### config.mk
export PLATFORM = sky130hd
export DESIGN_NAME = clk_period_meter_flat
export DESIGN_NICKNAME = d
export VERILOG_FILES = /design/src/rtl/clk_period_meter_pkg.sv /design/src/rtl/clk_period_meter_if.sv /design/src/rtl/clk_period_meter_sync_edge_det.sv /design/src/rtl/clk_period_meter.sv /design/src/flat_wrapper.sv
export SDC_FILE = /design/constraint.sdc
export NUM_CORES = 1
export LEC_CHECK = 0
export ABC_AREA = 1
export CAP_MARGIN = 20
export CORE_MARGIN = 3
export CORE_UTILIZATION = 62
export CTS_BUF_LIST = sky130_fd_sc_hd__clkbuf_2 sky130_fd_sc_hd__clkbuf_4 sky130_fd_sc_hd__clkbuf_8
export CTS_CLUSTER_DIAMETER = 150
export DETAILED_ROUTE_END_ITERATION = 12
export GPL_TIMING_DRIVEN = 0
export PLACE_DENSITY = 0.85
export SETUP_SLACK_MARGIN = 0.4
export SLEW_MARGIN = 30
export SYNTH_ARGS = -nofsm -noshare
export SYNTH_HDL_FRONTEND = slang
export SYNTH_SLANG_ARGS = --single-unit
### constraint.sdc
create_clock -name clk -period 4.39 [get_ports clk]
set_input_delay 1.317 -clock clk [delete_from_list [all_inputs] [get_ports clk]]
set_output_delay 1.317 -clock clk [all_outputs]
set_load 0.05 [all_outputs]
### src/rtl/clk_period_meter_pkg.sv
// Shared types and defaults for the clock period meter.
package clk_period_meter_pkg;

  localparam int unsigned COUNTER_W_DEFAULT = 26;
  localparam int unsigned STATE_W           = 2;

  typedef enum logic [STATE_W-1:0] {
    ST_IDLE      = 2'd0,
    ST_WAIT_RISE = 2'd1,
    ST_MEASURE   = 2'd2
  } state_e;

endpackage : clk_period_meter_pkg

### src/rtl/clk_period_meter_if.sv
// Control and result bundle of the clock period meter.
interface clk_period_meter_if
  import clk_period_meter_pkg::*;
#(
  parameter int unsigned COUNTER_W = COUNTER_W_DEFAULT
) ();

  logic                 en;
  logic                 clk_meas;
  logic [COUNTER_W-1:0] period;
  logic [COUNTER_W-1:0] high_time;
  logic                 valid;
  logic                 timeout;
  logic                 busy;

  modport master (
    output en,
    output clk_meas,
    input  period,
    input  high_time,
    input  valid,
    input  timeout,
    input  busy
  );

  modport slave (
    input  en,
    input  clk_meas,
    output period,
    output high_time,
    output valid,
    output timeout,
    output busy
  );

endinterface : clk_period_meter_if

### src/rtl/clk_period_meter_sync_edge_det.sv
// Two-flop synchronizer plus one delay flop; flags single-cycle rise/fall
// of the synchronized input.
module sync_edge_det (
  input  logic clk,
  input  logic rst,
  input  logic async_in,
  output logic rise_c,
  output logic fall_c
);

  logic meta_q, meta_d;
  logic sync_q, sync_d;
  logic dly_q,  dly_d;

  always_comb begin
    meta_d = async_in;
    sync_d = meta_q;
    dly_d  = sync_q;
  end

  always_ff @(posedge clk or negedge rst) begin
    if (!rst) begin
      meta_q <= 1'b0;
      sync_q <= 1'b0;
      dly_q  <= 1'b0;
    end else begin
      meta_q <= meta_d;
      sync_q <= sync_d;
      dly_q  <= dly_d;
    end
  end

  // sync_q and dly_q can only differ one way at a time, so these never overlap
  assign rise_c = sync_q & ~dly_q;
  assign fall_c = ~sync_q & dly_q;

endmodule : sync_edge_det

### src/rtl/clk_period_meter.sv
// Measures period and high time of a slow asynchronous input in clk cycles,
// with a sticky timeout when the input stops toggling.
module clk_period_meter
  import clk_period_meter_pkg::*;
#(
  parameter int unsigned COUNTER_W = COUNTER_W_DEFAULT
) (
  input logic               clk,
  input logic               rst,
  clk_period_meter_if.slave mif
);

  localparam logic [COUNTER_W-1:0] CNT_MAX  = '1;
  localparam logic [COUNTER_W-1:0] CNT_ZERO = '0;
  localparam logic [COUNTER_W-1:0] CNT_ONE  = COUNTER_W'(1);

  logic rise;
  logic fall;

  state_e               state_q,     state_d;
  logic [COUNTER_W-1:0] cnt_q,       cnt_d;
  logic [COUNTER_W-1:0] ht_next_q,   ht_next_d;
  logic [COUNTER_W-1:0] period_q,    period_d;
  logic [COUNTER_W-1:0] high_time_q, high_time_d;
  logic                 valid_q,     valid_d;
  logic                 timeout_q,   timeout_d;
  logic                 busy_q,      busy_d;

  sync_edge_det u_sync_edge_det (
    .clk      (clk),
    .rst      (rst),
    .async_in (mif.clk_meas),
    .rise_c   (rise),
    .fall_c   (fall)
  );

  // Next-state, counter and result capture
  always_comb begin
    state_d     = state_q;
    cnt_d       = cnt_q;
    ht_next_d   = ht_next_q;
    period_d    = period_q;
    high_time_d = high_time_q;
    valid_d     = 1'b0;
    timeout_d   = timeout_q;

    if (!mif.en) begin
      state_d   = ST_IDLE;
      cnt_d     = CNT_ZERO;
      timeout_d = 1'b0;
    end else begin
      unique case (state_q)
        ST_IDLE: begin
          cnt_d   = CNT_ZERO;
          state_d = ST_WAIT_RISE;
        end
        ST_WAIT_RISE: begin
          cnt_d = CNT_ZERO;
          if (rise) begin
            cnt_d   = CNT_ONE;
            state_d = ST_MEASURE;
          end
        end
        ST_MEASURE: begin
          if (fall) begin
            ht_next_d = cnt_q;
          end
          // A rise on the saturation cycle still counts as a measurement
          if (rise) begin
            period_d    = cnt_q;
            high_time_d = ht_next_q;
            valid_d     = 1'b1;
            timeout_d   = 1'b0;
            cnt_d       = CNT_ONE;
          end else if (cnt_q == CNT_MAX) begin
            timeout_d = 1'b1;
            cnt_d     = CNT_ZERO;
            state_d   = ST_WAIT_RISE;
          end else begin
            cnt_d = cnt_q + CNT_ONE;
          end
        end
        default: begin
          cnt_d   = CNT_ZERO;
          state_d = ST_IDLE;
        end
      endcase
    end

    busy_d = (state_d != ST_IDLE);
  end

  always_ff @(posedge clk or negedge rst) begin
    if (!rst) begin
      state_q     <= ST_IDLE;
      cnt_q       <= CNT_ZERO;
      ht_next_q   <= CNT_ZERO;
      period_q    <= CNT_ZERO;
      high_time_q <= CNT_ZERO;
      valid_q     <= 1'b0;
      timeout_q   <= 1'b0;
      busy_q      <= 1'b0;
    end else begin
      state_q     <= state_d;
      cnt_q       <= cnt_d;
      ht_next_q   <= ht_next_d;
      period_q    <= period_d;
      high_time_q <= high_time_d;
      valid_q     <= valid_d;
      timeout_q   <= timeout_d;
      busy_q      <= busy_d;
    end
  end

  assign mif.period    = period_q;
  assign mif.high_time = high_time_q;
  assign mif.valid     = valid_q;
  assign mif.timeout   = timeout_q;
  assign mif.busy      = busy_q;

endmodule : clk_period_meter

### src/flat_wrapper.sv
// flat-port wrapper written by rule: the top's interface ports become plain ports
module clk_period_meter_flat import clk_period_meter_pkg::*;
#(
  parameter int unsigned COUNTER_W = COUNTER_W_DEFAULT
)
  (clk, rst, mif_en, mif_clk_meas, mif_period, mif_high_time, mif_valid, mif_timeout, mif_busy);
  clk_period_meter_if #(.COUNTER_W(COUNTER_W)) mif_i ();
  input logic clk;
  input logic rst;
  input wire logic [$bits(mif_i.en)-1:0] mif_en;
  input wire logic [$bits(mif_i.clk_meas)-1:0] mif_clk_meas;
  output wire logic [$bits(mif_i.period)-1:0] mif_period;
  output wire logic [$bits(mif_i.high_time)-1:0] mif_high_time;
  output wire logic [$bits(mif_i.valid)-1:0] mif_valid;
  output wire logic [$bits(mif_i.timeout)-1:0] mif_timeout;
  output wire logic [$bits(mif_i.busy)-1:0] mif_busy;
  assign mif_i.en = mif_en;
  assign mif_i.clk_meas = mif_clk_meas;
  assign mif_period = mif_i.period;
  assign mif_high_time = mif_i.high_time;
  assign mif_valid = mif_i.valid;
  assign mif_timeout = mif_i.timeout;
  assign mif_busy = mif_i.busy;
  clk_period_meter #(.COUNTER_W(COUNTER_W)) u_core (.clk(clk), .rst(rst), .mif(mif_i));
endmodule
### Word level (Yosys, flattened, before mapping)

Index checks and enable logic that the tools add are counted.

* register bits: 112
* input port bits: 4
* output and inout bits: 55

* reductions and logical operators: 5
* multiplexer cells: 17
* add/subtract/negate cells: 1
* bitwise operators: 4
* equality and inequality tests: 5

Operators by type and width (count)
* 2-to-1 mux 26 bit: 3
* case mux 26 bit (2 select lines): 1
* adder 26 x 1 -> 26 bit (second input constant): 1
* == test 26 bit (second input constant): 1
* 2-to-1 mux 1 bit: 8
* 2-to-1 mux 2 bit: 4
* case mux 2 bit (3 select lines): 1
* AND reduction 3 bit: 2
* inequality test 3 x 1 -> 1 bit (second input constant): 1
* bitwise AND 1 bit: 2
* == test 2 x 1 -> 1 bit (second input constant): 1
* == test 2 bit (second input constant): 1
* logical NOT 2 bit: 1
* inequality test 2 x 1 -> 1 bit (second input constant): 1
* inverter 1 bit: 2
* AND reduction 2 bit: 1
* nonzero test 2 bit: 1

### Logic depth before layout (Yosys ltp)

* word-level depth: 6
* mapped depth: 10
* mapped depth without buffers: 10

### Modules after synthesis

From an unflattened synthesis, not the netlist that was laid out.

* cells, all modules: 533
* area, all modules: 4754.6 µm²

Modules (own cells, without submodules)
* clk_period_meter: seq. area each 2727.6 µm², cells each 526, instances 1, area an instance 4664.5 µm²
* sync_edge_det: seq. area each 75.1 µm², cells each 7, instances 1, area an instance 90.1 µm²

### Worst setup path before layout

Ideal clock, no wire load.

* path kind: input to register
* from: input port mif_en
* to: register u_core.high_time_q[0] (netlist: u_core.mif.high_time[0])
* path slack: 2168 ps
* stages on the path: 7
* buffers on the path: 2
* setup time: 119 ps
* arrival time: 2103 ps
* cells stage by stage: nand2_1 -> nor2_4 -> inv_2 -> buf_2 -> buf_2 -> nand2_1 -> nand2_1

* longest elaborated chain between the ends: 1

RTL lines
* from (decl): RTL line flat_wrapper.sv:10 `input wire logic [$bits(mif_i.en)-1:0] mif_en;`
* AND reduction 3 bit (no line)
* to (signal assigned): RTL line clk_period_meter.sv:108 `high_time_q <= high_time_d;`
* to (decl): RTL line clk_period_meter.sv:24 `logic [COUNTER_W-1:0] high_time_q, high_time_d;`

Every way passes these cells.
A chain may end at the register's enable or synchronous reset.

### Worst setup path in the final report

* from: register u_core.period_q[11] (netlist: u_core.mif.period[11])
* to: output port mif_period[11]

RTL lines
* from (decl): RTL line clk_period_meter.sv:23 `logic [COUNTER_W-1:0] period_q, period_d;`
* from (signal assigned): RTL line clk_period_meter.sv:107 `period_q <= period_d;`
* to (decl): RTL line flat_wrapper.sv:12 `output wire logic [$bits(mif_i.period)-1:0] mif_period;`

No word-level cell between the ends.

==> flow_metrics.py <==
metrics = {
    "synthesis": {
        "ys_warn_count": 0,
        "synth_edf_count": 0,
        "ys_top_cells_by_area": "dfrtp_1 (59%), nand2_1 (14%), o21ai_0 (5.8%), inv_1 (3.5%), nor2_1 (3.1%)",
        "synth_ff_type": "dfrtp_1",
        "synthArstFlopShare_pct": 100,
        "yosysTopAreaCell": "dfrtp_1",
        "synth_nets": 545,
        "ys_seq_area_share_pct": 58.7,
        "syn-instance-count": 536,
        "post-synth-top-area-fraction_pct": 58.7,
        "ys_ff_latch": 112,
        "netlist_area_um2": 4770,
        "synth_cell_types": 32,
        "synth.avg_cell_area_um2": 8.90,
    },
    "clock_tree": {
        "holdBufCountCts": 0,
        "clockRootBuffer": "clkbuf_8",
        "cts_sinks": 112,
        "path_clk_slew_ps": 100,
        "clockBufferDepth": 2,
        "post_cts_resized": 0,
        "postCtsSetupRepairBufs": 0,
        "cts_inserted_buffers": 9,
        "cts_tree": "yes",
        "clk_latency_ps": 380,
        "htree_levels": 3,
    },
    "sta": {
        "tightest_slew_ps": 542,
        "fin_crit_sh_pct": 66.9,
        "worst_slack_ps": 1450,
        "setup_viol": 0,
        "fin_crit_ps": 2940,
        "slew_headroom_pct": 63.8,
        "fin_hold_ws_ps": 374,
        "finalHoldViolCount": 0,
        "clock.fmax_ghz": 0.340,
        "drv_slew": 0,
        "skew_ps": 12.4,
        "rsz0062_at_grt": "false",
        "fin_tns_setup_ps": 0,
    },
    "pwr": {
        "clkPwrFrac_pct": 37.2,
        "ir_worst_vdd_v": 0.000216,
        "p_sw_w": 0.000393,
        "pwr-share-comb_pct": 2.6,
        "power.density_nw_per_um2": 301,
        "leakage_nw": 2.60,
        "intPower_w": 0.00133,
        "swShare_pct": 22.9,
        "power_frac_seq_pct": 60.3,
    },
    "global_route": {
        "grt_pass1_wl_um": 18400,
        "grt_usage_pct": 26.9,
        "grt_max_degree": 64,
        "grt_pass1_vias": 3864,
        "grt_overflow": 0,
        "antenna_found_initial": 0,
    },
    "critical_path": {
        "worst-path-max-fanout": 2,
        "crit_family": "buffers and inverters",
        "cp_slowest_cell": "clkdlybuf4s50_1",
        "worstPathCellList": "clkdlybuf4s50_1",
        "cp.required_ps": 3070,
        "path_class": "reg2out",
        "worstSetupStartpointType": "register",
        "endpoint_kind": "primary output",
        "worst-path-buf-inv": 1,
        "cpPeakStageDelay_ps": 850,
        "worst_ep_arrival_time_ps": 1620,
    },
    "detailed_routing": {
        "drc": 0,
        "drtIter0Drc": 177,
        "wl_per_cell_um": 15.2,
        "vias_per_cell": 5.46,
        "postRouteWirelength_um": 10800,
        "vias": 3879,
        "ant_nets": 0,
        "firstDrtPassIters": 4,
    },
    "floorplanning": {
        "dieArea_um2": 8780,
        "initial_utilization_pct": 64.7,
        "fp-row-count": 31,
        "die_w_um": 93.7,
        "ios": 59,
        "core_um2": 7370,
        "die_h_um": 93.7,
    },
    "placement": {
        "dp_slack_ps": 1380,
        "portBuffers": 58,
        "numPlacedInstances": 694,
        "place.gp.congestion": 0.917,
        "dp_hpwl_um": 8030,
        "place_area_um2": 5500,
    },
    "status": {
        "run_status": "completed",
    },
    "cells_and_area": {
        "n_antenna_cell": 0,
        "layout.nets": 615,
        "areaGrowthSynthToFinish_pct": 19.7,
        "finalNonFillerCells": 710,
        "drive_above_1_share_pct": 8.35,
        "stdcell_area_um2": 5710,
    },
    "flow_run": {
        "cap_violations": 0,
    },
    "min_path": {
        "hold_class": "reg2reg",
    },
}
## worst reg2reg max path, stage by stage, from the launching register on
cell and delay (ps):
dfrtp_1 410, inv_1 90, ha_1 250, nand2_1 130, inv_1 90, nand3_1 240
clkbuf_1 390, nand2_1 130, o21ai_0 130
## area by class of cell
cell class / instances / area, um^2
Sequential cell: 112 / 2800
Multi-Input combinational cell: 360 / 1700
Fill cell: 508 / 1660
Timing Repair Buffer: 59 / 609
Inverter: 47 / 176
Clock buffer: 10 / 131
Tap cell: 99 / 124
Buffer: 17 / 91.3
Clock inverter: 6 / 77.6
## cells in the final DEF, fill, tap and decap left out, drive strengths merged
| cell | instances |
|---|---|
| nor2 | 54 |
| nand2 | 187 |
| clkbuf | 22 |
| o21ai | 58 |
| a21boi | 1 |
| o21bai | 1 |
| nor4 | 2 |
| bufinv | 1 |
| dfrtp | 112 |
| nand3b | 1 |
| clkinvlp | 1 |
| a31oi | 2 |
| a21oi | 7 |
| clkdlybuf4s50 | 57 |
| ha | 5 |
| nor3 | 14 |
| buf | 7 |
| clkinv | 2 |
| nand3 | 11 |
| xor2 | 6 |
| inv | 49 |
| nand4 | 9 |
| and3 | 1 |
| o211ai | 1 |
## state kept, by name, summed over array words and instances, names as in the netlist
| signal | cells |
|---|---|
| u_core.u_sync_edge_det.meta_q | 1 |
| u_core.cnt_q | 26 |
| u_core.u_sync_edge_det.dly_q | 1 |
| u_core.ht_next_q | 26 |
| u_core.mif.timeout | 1 |
| u_core.state_q | 2 |
| u_core.u_sync_edge_det.dly_d | 1 |
| u_core.mif.busy | 1 |
| u_core.mif.period | 26 |
| u_core.mif.valid | 1 |
| u_core.mif.high_time | 26 |
## kinds of logic (layout without fill, tap and decap cells)
family / after synthesis / in the layout / synth area share (%)
buf+inv: 64 / 139 / 5.61
xor+xnor: 6 / 6 / 1.10
compound gates: 70 / 70 / 7.87
simple gates: 279 / 279 / 25.4
flops: 112 / 112 / 58.7
fa+ha+maj: 5 / 5 / 1.31
## path summary, 6_finish.rpt
check	endpoint	cells after the start	startpoint	slack, ps
setup / recovery	mif_period[11]	1	u_core.mif.period[11]	1450
hold / removal	u_core.u_sync_edge_det.dly_d	0	u_core.u_sync_edge_det.meta_q	370
setup reg to reg	u_core.ht_next_q[5]	8	u_core.state_q[0]	2450
hold reg to reg	u_core.u_sync_edge_det.dly_d	0	u_core.u_sync_edge_det.meta_q	370
max in group asynchronous	u_core.cnt_q[4]	2	rst	2890
min in group asynchronous	u_core.mif.high_time[8]	1	rst	860
## power by group through the flow
stage / Sequential, W / Combinational (W) / Clock, W
after floorplan: 0.00106 / 0.0000113 / 0
after global placement: 0.00106 / 0.0000411 / 0
after detailed placement: 0.00106 / 0.0000456 / 0
after CTS: 0.00104 / 0.0000457 / 0.000642
after global routing: 0.00104 / 0.0000504 / 0.000688
final: 0.00104 / 0.0000441 / 0.000639
## synth_stat cells, types with 2 or more instances
cell,instances
o21ai_0,55
buf_2,3
nand2_2,2
inv_1,44
nor2_4,3
nor3_1,11
dfrtp_1,112
a21oi_1,6
nor2_2,10
xor2_1,6
inv_2,3
clkbuf_1,12
nand2_1,184
ha_1,5
o21ai_2,3
nor4_1,2
nor3_2,3
a31oi_1,2
nand3_1,11
nand4_1,8
nor2_1,40
## per-layer routing
layer | part of all wire (%) | vias up | routed length, um | GRT usage, %
met4 | 1.3 | 0 | 137 | 9.39
met5 | 0 | - | 0 | 0
met1 | 43 | 1900 | 4610 | 36.4
met3 | 6.0 | 11 | 644 | 5.45
li1 | - | 1838 | - | -
met2 | 50 | 130 | 5400 | 43.8
## per-stage QoR
| stage | power [W] | util [%] |
|---|---|---|
| 2_1_floorplan | 0.00107 | - |
| 3_3_place_gp | 0.00110 | 74.3 |
| 3_5_place_dp | 0.00110 | 74.7 |
| 4_1_cts | 0.00172 | 77.5 |
| 5_1_grt | 0.00178 | 77.5 |
| 6_report | 0.00172 | 77.5 |
Power figures use the tool's default switching activity.
